## src/rtl/aes_req_scheduler.sv

```systemverilog
`default_nettype none
// ============================================================================
// Module   : aes_req_scheduler
// Purpose  : Schedules a shared AES core between two block requesters.
//            Runs a post-reset key warm-up (one key_rst pulse), grants one
//            requester per block over valid/ready, latches the 128-bit block
//            into the core word inputs, holds core_load for CORE_LAT cycles
//            and returns the captured result with a one-cycle response pulse.
// Options  : `define AES_SCHED_RR_EN selects round-robin arbitration;
//            otherwise requester 0 has fixed priority.
// Revision : 1.0 - initial release
// ============================================================================
module aes_req_scheduler #(
    parameter int CORE_LAT   = 16,   // core_load high cycles per block, 1..255
    parameter int KEY_WARMUP = 18    // cycle of the key_rst pulse after reset, 1..255
) (
    input  logic         clk,
    input  logic         rst,        // asynchronous, active-low
    input  logic         req0_valid,
    input  logic [127:0] req0_data,
    output logic         req0_ready,
    input  logic         req1_valid,
    input  logic [127:0] req1_data,
    output logic         req1_ready,
    output logic [31:0]  core_x,
    output logic [31:0]  core_y,
    output logic [31:0]  core_z,
    output logic [31:0]  core_w,
    output logic         core_load,
    input  logic [127:0] core_res,
    output logic         key_rst,
    output logic [127:0] rsp_data,
    output logic         rsp0_valid,
    output logic         rsp1_valid,
    output logic         busy
);

    typedef enum logic [1:0] {
        S_WARM = 2'd0,
        S_IDLE = 2'd1,
        S_RUN  = 2'd2
    } state_t;

    localparam logic [7:0] c_WARM_LAST = 8'(KEY_WARMUP - 1);
    localparam logic [7:0] c_RUN_LAST  = 8'(CORE_LAT - 1);

    state_t         r_state;
    logic [7:0]     r_warm_ctr;
    logic [7:0]     r_run_ctr;
    logic           r_grant;
    logic           r_last;
    logic [31:0]    r_core_x;
    logic [31:0]    r_core_y;
    logic [31:0]    r_core_z;
    logic [31:0]    r_core_w;
    logic           r_core_load;
    logic [127:0]   r_rsp_data;
    logic           r_rsp0_valid;
    logic           r_rsp1_valid;

    logic           w_sel;
    logic           w_xfer;
    logic [127:0]   w_sel_data;

    // Arbitration: pick which valid requester is offered ready in IDLE
    always_comb begin
        w_sel = 1'b0;
`ifdef AES_SCHED_RR_EN
        if (req0_valid && req1_valid) begin
            w_sel = ~r_last;
        end else if (req1_valid) begin
            w_sel = 1'b1;
        end
`else
        if (!req0_valid && req1_valid) begin
            w_sel = 1'b1;
        end
`endif
    end

`ifndef AES_SCHED_RR_EN
    // Last-served tracking is kept in fixed-priority builds but not consulted.
    logic w_unused_last;
    assign w_unused_last = r_last;
`endif

    // w_sel always points at a valid requester when any is valid
    assign w_xfer     = (r_state == S_IDLE) && (req0_valid || req1_valid);
    assign w_sel_data = w_sel ? req1_data : req0_data;

    assign req0_ready = (r_state == S_IDLE) && req0_valid && (w_sel == 1'b0);
    assign req1_ready = (r_state == S_IDLE) && req1_valid && (w_sel == 1'b1);

    // Main sequencer: warm-up, grant/latch, run timing, result capture
    always_ff @(posedge clk or negedge rst) begin
        if (!rst) begin
            r_state      <= S_WARM;
            r_warm_ctr   <= 8'd0;
            r_run_ctr    <= 8'd0;
            r_grant      <= 1'b0;
            r_last       <= 1'b1;
            r_core_x     <= 32'd0;
            r_core_y     <= 32'd0;
            r_core_z     <= 32'd0;
            r_core_w     <= 32'd0;
            r_core_load  <= 1'b0;
            r_rsp_data   <= 128'd0;
            r_rsp0_valid <= 1'b0;
            r_rsp1_valid <= 1'b0;
        end else begin
            r_rsp0_valid <= 1'b0;
            r_rsp1_valid <= 1'b0;
            case (r_state)
                S_WARM: begin
                    if (r_warm_ctr == c_WARM_LAST) begin
                        r_warm_ctr <= 8'd0;
                        r_state    <= S_IDLE;
                    end else begin
                        r_warm_ctr <= r_warm_ctr + 8'd1;
                    end
                end
                S_IDLE: begin
                    if (w_xfer) begin
                        r_core_x    <= w_sel_data[127:96];
                        r_core_y    <= w_sel_data[95:64];
                        r_core_z    <= w_sel_data[63:32];
                        r_core_w    <= w_sel_data[31:0];
                        r_grant     <= w_sel;
                        r_core_load <= 1'b1;
                        r_run_ctr   <= 8'd0;
                        r_state     <= S_RUN;
                    end
                end
                S_RUN: begin
                    if (r_run_ctr == c_RUN_LAST) begin
                        r_core_load  <= 1'b0;
                        r_rsp_data   <= core_res;
                        r_rsp0_valid <= ~r_grant;
                        r_rsp1_valid <= r_grant;
                        r_last       <= r_grant;
                        r_run_ctr    <= 8'd0;
                        r_state      <= S_IDLE;
                    end else begin
                        r_run_ctr <= r_run_ctr + 8'd1;
                    end
                end
                default: begin
                    r_state <= S_WARM;
                end
            endcase
        end
    end

    generate
        if (KEY_WARMUP == 1) begin : g_key_rst_comb
            // Pulse must appear in the very first cycle after release, which a
            // register cannot produce; decode state and mask while in reset.
            assign key_rst = rst && (r_state == S_WARM) && (r_warm_ctr == 8'd0);
        end else begin : g_key_rst_reg
            localparam logic [7:0] c_KEY_PRE = 8'(KEY_WARMUP - 2);
            logic r_key_rst;
            // Registered pulse, armed one cycle ahead of the target warm cycle
            always_ff @(posedge clk or negedge rst) begin
                if (!rst) begin
                    r_key_rst <= 1'b0;
                end else begin
                    r_key_rst <= (r_state == S_WARM) && (r_warm_ctr == c_KEY_PRE);
                end
            end
            assign key_rst = r_key_rst;
        end
    endgenerate

    assign core_x     = r_core_x;
    assign core_y     = r_core_y;
    assign core_z     = r_core_z;
    assign core_w     = r_core_w;
    assign core_load  = r_core_load;
    assign rsp_data   = r_rsp_data;
    assign rsp0_valid = r_rsp0_valid;
    assign rsp1_valid = r_rsp1_valid;
    assign busy       = (r_state != S_IDLE);

endmodule
`default_nettype wire
```

## config.mk

```make
export PLATFORM = sky130hd
export DESIGN_NAME = aes_req_scheduler
export DESIGN_NICKNAME = d
export VERILOG_FILES = /design/src/rtl/aes_req_scheduler.sv
export SDC_FILE = /design/constraint.sdc
export NUM_CORES = 1
export LEC_CHECK = 0
export CORE_AREA = 2 2 257 259
export CTS_CLUSTER_DIAMETER = 150
export DETAILED_ROUTE_END_ITERATION = 10
export DIE_AREA = 0 0 259 261
export GPL_TIMING_DRIVEN = 1
export SKIP_CTS_REPAIR_TIMING = 1
export SYNTH_ARGS = -nofsm -noshare
export SYNTH_HDL_FRONTEND = slang
export SYNTH_SLANG_ARGS = --single-unit
export TNS_END_PERCENT = 20
```

## constraint.sdc

```tcl
create_clock -name clk -period 5.1 [get_ports clk]
set_input_delay 1.02 -clock clk [delete_from_list [all_inputs] [get_ports clk]]
set_output_delay 1.02 -clock clk [all_outputs]
set_load 0.05 [all_outputs]
```

==> impl_metrics.json, run 1 <==
{
  "yosysWarningCount": 0,
  "io_buffer_count": 650,
  "hold_viol_final": 0,
  "syn-cell-area_sq_um": 11900,
  "cts_buffer_depth": 3,
  "ys_seq_elements": 279,
  "crit_fanout": 5,
  "setup_viol_count_final": 0,
  "vias_per_cell": 4.09,
  "area_delta_synth_final_pct": 71.9,
  "drc_errors": 0,
  "syn_nets": 1343,
  "synth.distinct_cells": 39,
  "ios": 651,
  "worstMarginPinSlew_ns": 0.969,
  "clock.fmax_mhz": 255,
  "wl_per_cell_um": 16.8,
  "required_ns": 4.08,
  "start_kind": "input port",
  "layout_setup_ws_ns": 1.18,
  "worstSetupEndpointType": "output port",
  "cts_tree": "built",
  "numClockSinks": 279,
  "fill_cells": 6495,
  "initial_core_util_pct": 18.3,
  "drtIter0Drc": 499,
  "peakVddDrop_mv": 0.224,
  "dp_hpwl_um": 30600,
  "drt_first_pass_iters": 4,
  "gp_congestion": 0.777,
  "status": "finished, final reports clean",
  "rsz0062_at_grt": "no",
  "wl_um": 41300,
  "synthCells": 951,
  "power.density_nw_per_um2": 508,
  "slew_headroom_pct": 35.4,
  "grt-ovfl-total": 0,
  "num_vias": 10076,
  "die_area_sq_um": 67600,
  "grt_pass1_vias": 10513,
  "register_area_sq_um": 6980,
  "tns_ns": 0,
  "fin_crit_ns": 3.92,
  "clock_latency_ns": 0.53,
  "post-route-util_pct": 31.5,
  "fp.dieW_um": 259,
  "clk_pin_slew_worst_paths_ns": 0.06,
  "grt_max_degree": 129,
  "hold_class": "reg -> reg",
  "report.final.slew_viol_count": 0,
  "fin_nets": 1970,
  "avgSynthCellArea_sq_um": 12.5,
  "dpl_cell_area_sq_um": 19300,
  "place_ws_ns": 1.13,
  "grt_pass1_wl_um": 62000,
  "rows": 94,
  "synth_top_area_cell": "dfrtp_1",
  "coreArea_sq_um": 65000,
  "min_period_over_period_pct": 76.8,
  "ant_nets": 0,
  "drive_above_1_share_pct": 6.44,
  "synthTopCellsByArea": "dfrtp_1 59%, o21ai_0 11%, mux2i_1 11%",
  "max_cap_violations": 0,
  "grt_usage_pct": 11.7,
  "synth_seq_area_share_pct": 58.6,
  "clock-root-buffer": "clkbuf_16",
  "htree_levels": 2,
  "die_y_um": 261,
  "p_leak_nw": 8.57,
  "crit_arrival_ns": 2.90,
  "multi_input_area_sq_um": 4580,
  "synth_top_area_share_pct": 58.6,
  "antenna_found_initial": 2,
  "p_total_w": 0.0104,
  "skew_ns": 0.0151,
  "design_area_sq_um": 20500,
  "cts_made_buffers": 34,
  "criticalPathCategory": "in -> out"
}
[cell type report]
type                            count  share of cell area, %
Antenna cell                        2                 0.0244
Clock buffer                       52                   5.08
Clock inverter                      6                  0.623
Inverter                            5                 0.0977
Multi-Input combinational cell    595                   22.3
Sequential cell                   279                   34.1
Tap cell                          864                   5.28
Timing Repair Buffer              663                   32.5
[where the power goes]
group          leakage, nW  internal, W  switching, W
registers             3.71      0.00286      0.000372
logic                 4.29      0.00165       0.00302
clock network        0.572      0.00156      0.000940
total                 8.57      0.00607       0.00433
[synth_stat cells]
master and n:
o22ai_1 2, and3_1 2, a311o_1 1, a21oi_1 5, mux2i_1 129, or3_1 3, buf_2 15, and4_1 2
nand3_1 5, o21ai_0 265, or4_1 3, a21o_1 2, mux2_2 31, nor3_1 2, nor4b_1 1, nor4_1 1
nand2b_1 1, and2_1 4, nor3b_1 2, mux2_1 98, o211ai_1 1, nand4b_1 1, inv_1 5, nand2_1 8
clkbuf_1 46, dfrtp_1 279, o31ai_1 1, xor2_1 1, xnor2_1 4, ha_1 4, buf_6 11, or2_2 1
o21bai_1 1, nor2b_1 3, o211a_1 1, nor2_1 7, a211o_1 1, a211oi_1 1, nor3_2 1
[layout by cell type (no fill, tap or decap), types with 2 or more instances in the layout]
cell             synthesis  final
clkinv_2                 0      2
mux2_1                  98     98
diode_2                  0      2
nor3_1                   2      2
ha_1                     4      4
clkbuf_1                46      7
buf_12                   0      4
and4_1                   2      2
nor2b_1                  3      2
mux2i_1                129    129
inv_1                    5      4
o21ai_0                265    264
or4_1                    3      3
and2_1                   4      4
and3_1                   2      2
mux2_2                  31     31
nand2_1                  8      8
nand3_1                  5      5
clkinv_8                 0      2
clkdlybuf4s50_1          0    648
or3_1                    3      3
xnor2_1                  4      4
clkbuf_8                 0     10
buf_4                    0     10
a21oi_1                  5      5
bufinv_16                0      3
dfrtp_1                279    279
clkbuf_16                0     35
nor3b_1                  2      2
o22ai_1                  2      2
a21o_1                   2      2
nor2_1                   7      6
[cells by family after synthesis]
family / Yosys count / synth area share [%]
AO/OA/AOI/OAI: 281 / 12.1
flip-flops: 279 / 58.6
multiplexers: 258 / 23.0
buffers and inverters: 77 / 3.28
AND/OR/NAND/NOR: 47 / 2.25
XOR/XNOR: 5 / 0.368
adder cells (fa/ha/maj): 4 / 0.420
[metal layers]
| layer | up-vias | part of all wire, % | global-route usage (%) |
|---|---|---|---|
| met1 | 4852 | 38 | 13.1 |
| met4 | 0 | 3.0 | 4.38 |
| li1 | 4688 | - | - |
| met3 | 62 | 9.5 | 4.11 |
| met2 | 474 | 50 | 20.5 |
| met5 | - | 0 | 0 |
[sequential cells by signal, summed over array words and instances (netlist names)]
name and count:
core_load 1, core_w 32, core_x 32, core_y 32, core_z 32, key_rst 1, r_grant 1, r_run_ctr 8
r_state 2, r_warm_ctr 8, rsp0_valid 1, rsp1_valid 1, rsp_data 128
[worst max-delay path, cell delays in order]
cell	delay [ns]
clkdlybuf4s50_1	0.70
and2_1	0.24
clkdlybuf4s50_1	0.92
[stage by stage]
step	instances	hold WS, ns
global route	2465	0.439
finish	2466	0.420
CTS	2464	0.420
global placement	2406	0.419
detailed placement	2406	0.412
floorplan	951	0.403
[path summary, 6_finish.rpt]
check                                start            to  slack, ns  depth (start not counted)
worst max-delay path            req0_valid    req0_ready       1.18                          3
worst min-delay path               r_grant    rsp0_valid       0.42                          1
worst max register to register  r_state[0]    r_state[0]       2.55                          6
worst min register to register     r_grant    rsp0_valid       0.42                          1
max in group asynchronous              rst     core_z[4]       3.65                          2
min in group asynchronous              rst  rsp_data[75]       0.47                          1
Note: power is estimated with default switching activity, not from simulation.
==> run 2: changes to the inputs <==
CORE_AREA = 2 2 251 253   (was 2 2 257 259)
DIE_AREA = 0 0 253 255   (was 0 0 259 261)
clock period = 3.2 ns   (was 5.1 ns; I/O delays follow)
==> run 2 against run 1 <==
Combinational power grew 61%; die area shrank 4.6%; largest cell class unchanged; non-clock buffer count grew 29; critical endpoint is now busy; final area grew 0.99%; largest power group unchanged; first-iteration DRC count shrank 22%.
==> impl_metrics.json, run 2 (same netlist as run 1, synthesis figures left out) <==
{
  "post-route-util_pct": 33.3,
  "grt_max_degree": 117,
  "hold_viol_final": 0,
  "clock-root-buffer": "clkbuf_16",
  "status": "finished, final reports clean",
  "skew_ns": 0.0161,
  "largest_reg_flops": 128,
  "rows": 92,
  "power.density_nw_per_um2": 807,
  "io_buffer_count": 650,
  "num_vias": 10278,
  "drc_errors": 0,
  "dp_hpwl_um": 34200,
  "drtIter0Drc": 391,
  "clock_latency_ns": 0.53,
  "crit_arrival_ns": 2.04,
  "drive_above_1_share_pct": 8.35,
  "coreArea_sq_um": 62200,
  "area_delta_synth_final_pct": 73.6,
  "ant_nets": 0,
  "cts_buffer_depth": 3,
  "grt-ovfl-total": 0,
  "criticalPathCategory": "reg -> out",
  "fin_nets": 1999,
  "p_leak_nw": 8.73,
  "setup_viol_count_final": 0,
  "crit_fanout": 7,
  "htree_levels": 2,
  "drt_first_pass_iters": 4,
  "clk_pin_slew_worst_paths_ns": 0.06,
  "fin_crit_ns": 2.68,
  "tns_ns": 0,
  "clock.fmax_mhz": 373,
  "layout_commonest_cell": "clkdlybuf4s50_1",
  "report.final.slew_viol_count": 0,
  "gp_congestion": 0.832,
  "max_cap_violations": 0,
  "initial_core_util_pct": 19.2,
  "worstMarginPinSlew_ns": 0.811,
  "slew_headroom_pct": 45.8,
  "die_area_sq_um": 64500,
  "grt_pass1_vias": 10720,
  "wl_um": 45200,
  "final_cell_mix": "646 x clkdlybuf4s50_1, 279 x dfrtp_1, 264 x o21ai_0",
  "hold_class": "in -> async",
  "rsz0062_at_grt": "no",
  "ios": 651,
  "fp.dieW_um": 253,
  "numClockSinks": 279,
  "r2r_slack_ns": 0.78,
  "wl_per_cell_um": 18.6,
  "cts_tree": "built",
  "peakVddDrop_mv": 0.393,
  "die_y_um": 255,
  "fill_cells": 6217,
  "vias_per_cell": 4.23,
  "antenna_found_initial": 7,
  "grt_usage_pct": 13.3,
  "cts_made_buffers": 34,
  "worstSetupEndpointType": "output port",
  "required_ns": 2.56,
  "grt_pass1_wl_um": 65700,
  "min_period_over_period_pct": 83.9,
  "start_kind": "register"
}
[run 2: cell types whose count changed in the layout (fill, tap and decap cells not counted), moves of 2 or more]
cell             delta
clkbuf_1            -2
clkdlybuf4s50_1     -2
clkinvlp_4          +2
inv_6               +2
bufinv_16           +2
clkinv_2            +4
buf_12              +7
buf_4              +24
clkbuf_8            -6
[run 2: final cells by class]
class,count,area [sq um],share of cell area (%)
Inverter,5,20.0,0.0968
Clock buffer,43,925,4.47
Clock inverter,15,224,1.08
Timing Repair Buffer,692,6960,33.6
Multi-Input combinational cell,595,4580,22.1
Tap cell,799,1000,4.83
Antenna cell,3,7.51,0.0363
Sequential cell,279,6980,33.7
[run 2: report_power, final]
part | internal, W | leakage, nW | total, W | switching [W]
sequential | 0.00456 | 3.71 | 0.00516 | 0.000594
combinational | 0.00267 | 4.46 | 0.00752 | 0.00485
clock | 0.00246 | 0.560 | 0.00401 | 0.00156
[run 2: per-layer routing]
layer	wire length, um	share of wire (%)	vias to the layer above	GRT usage (%)
met4	1360	3.0	4	4.63
li1	-	-	4741	-
met1	16900	37	4974	14.6
met5	25	0.055	-	0
met2	22700	50	490	23.6
met3	4270	9.4	69	5.01
[run 2: metrics by stage]
step | std cells | cell area (sq um) | worst slack (ns) | total power [W] | hold slack, ns
2_1_floorplan | 951 | 11900 | 0.992 | 0.00963 | 0.344
3_3_place_gp | 2370 | 19500 | 0.596 | 0.0127 | 0.427
3_5_place_dp | 2370 | 19500 | 0.548 | 0.0128 | 0.437
4_1_cts | 2428 | 20700 | 0.366 | 0.0170 | 0.0485
5_1_grt | 2429 | 20700 | 0.320 | 0.0175 | 0.0805
6_report | 2431 | 20700 | 0.515 | 0.0167 | 0.0718
[run 2: final timing paths]
kind / from / end / cells past startpoint
max: r_state[0] / busy / 3
min: rst / rsp_data[52] / 1
max reg2reg: r_run_ctr[5] / rsp_data[28] / 5
min reg2reg: r_grant / rsp0_valid / 1
max in group asynchronous: rst / core_w[22] / 2
min in group clk: r_grant / rsp0_valid / 1
[run 2: critical path, stage by stage, from the launching register on]
cell	delay [ns]
dfrtp_1	0.43
nor2b_1	0.47
clkinv_2	0.32
buf_4	0.28
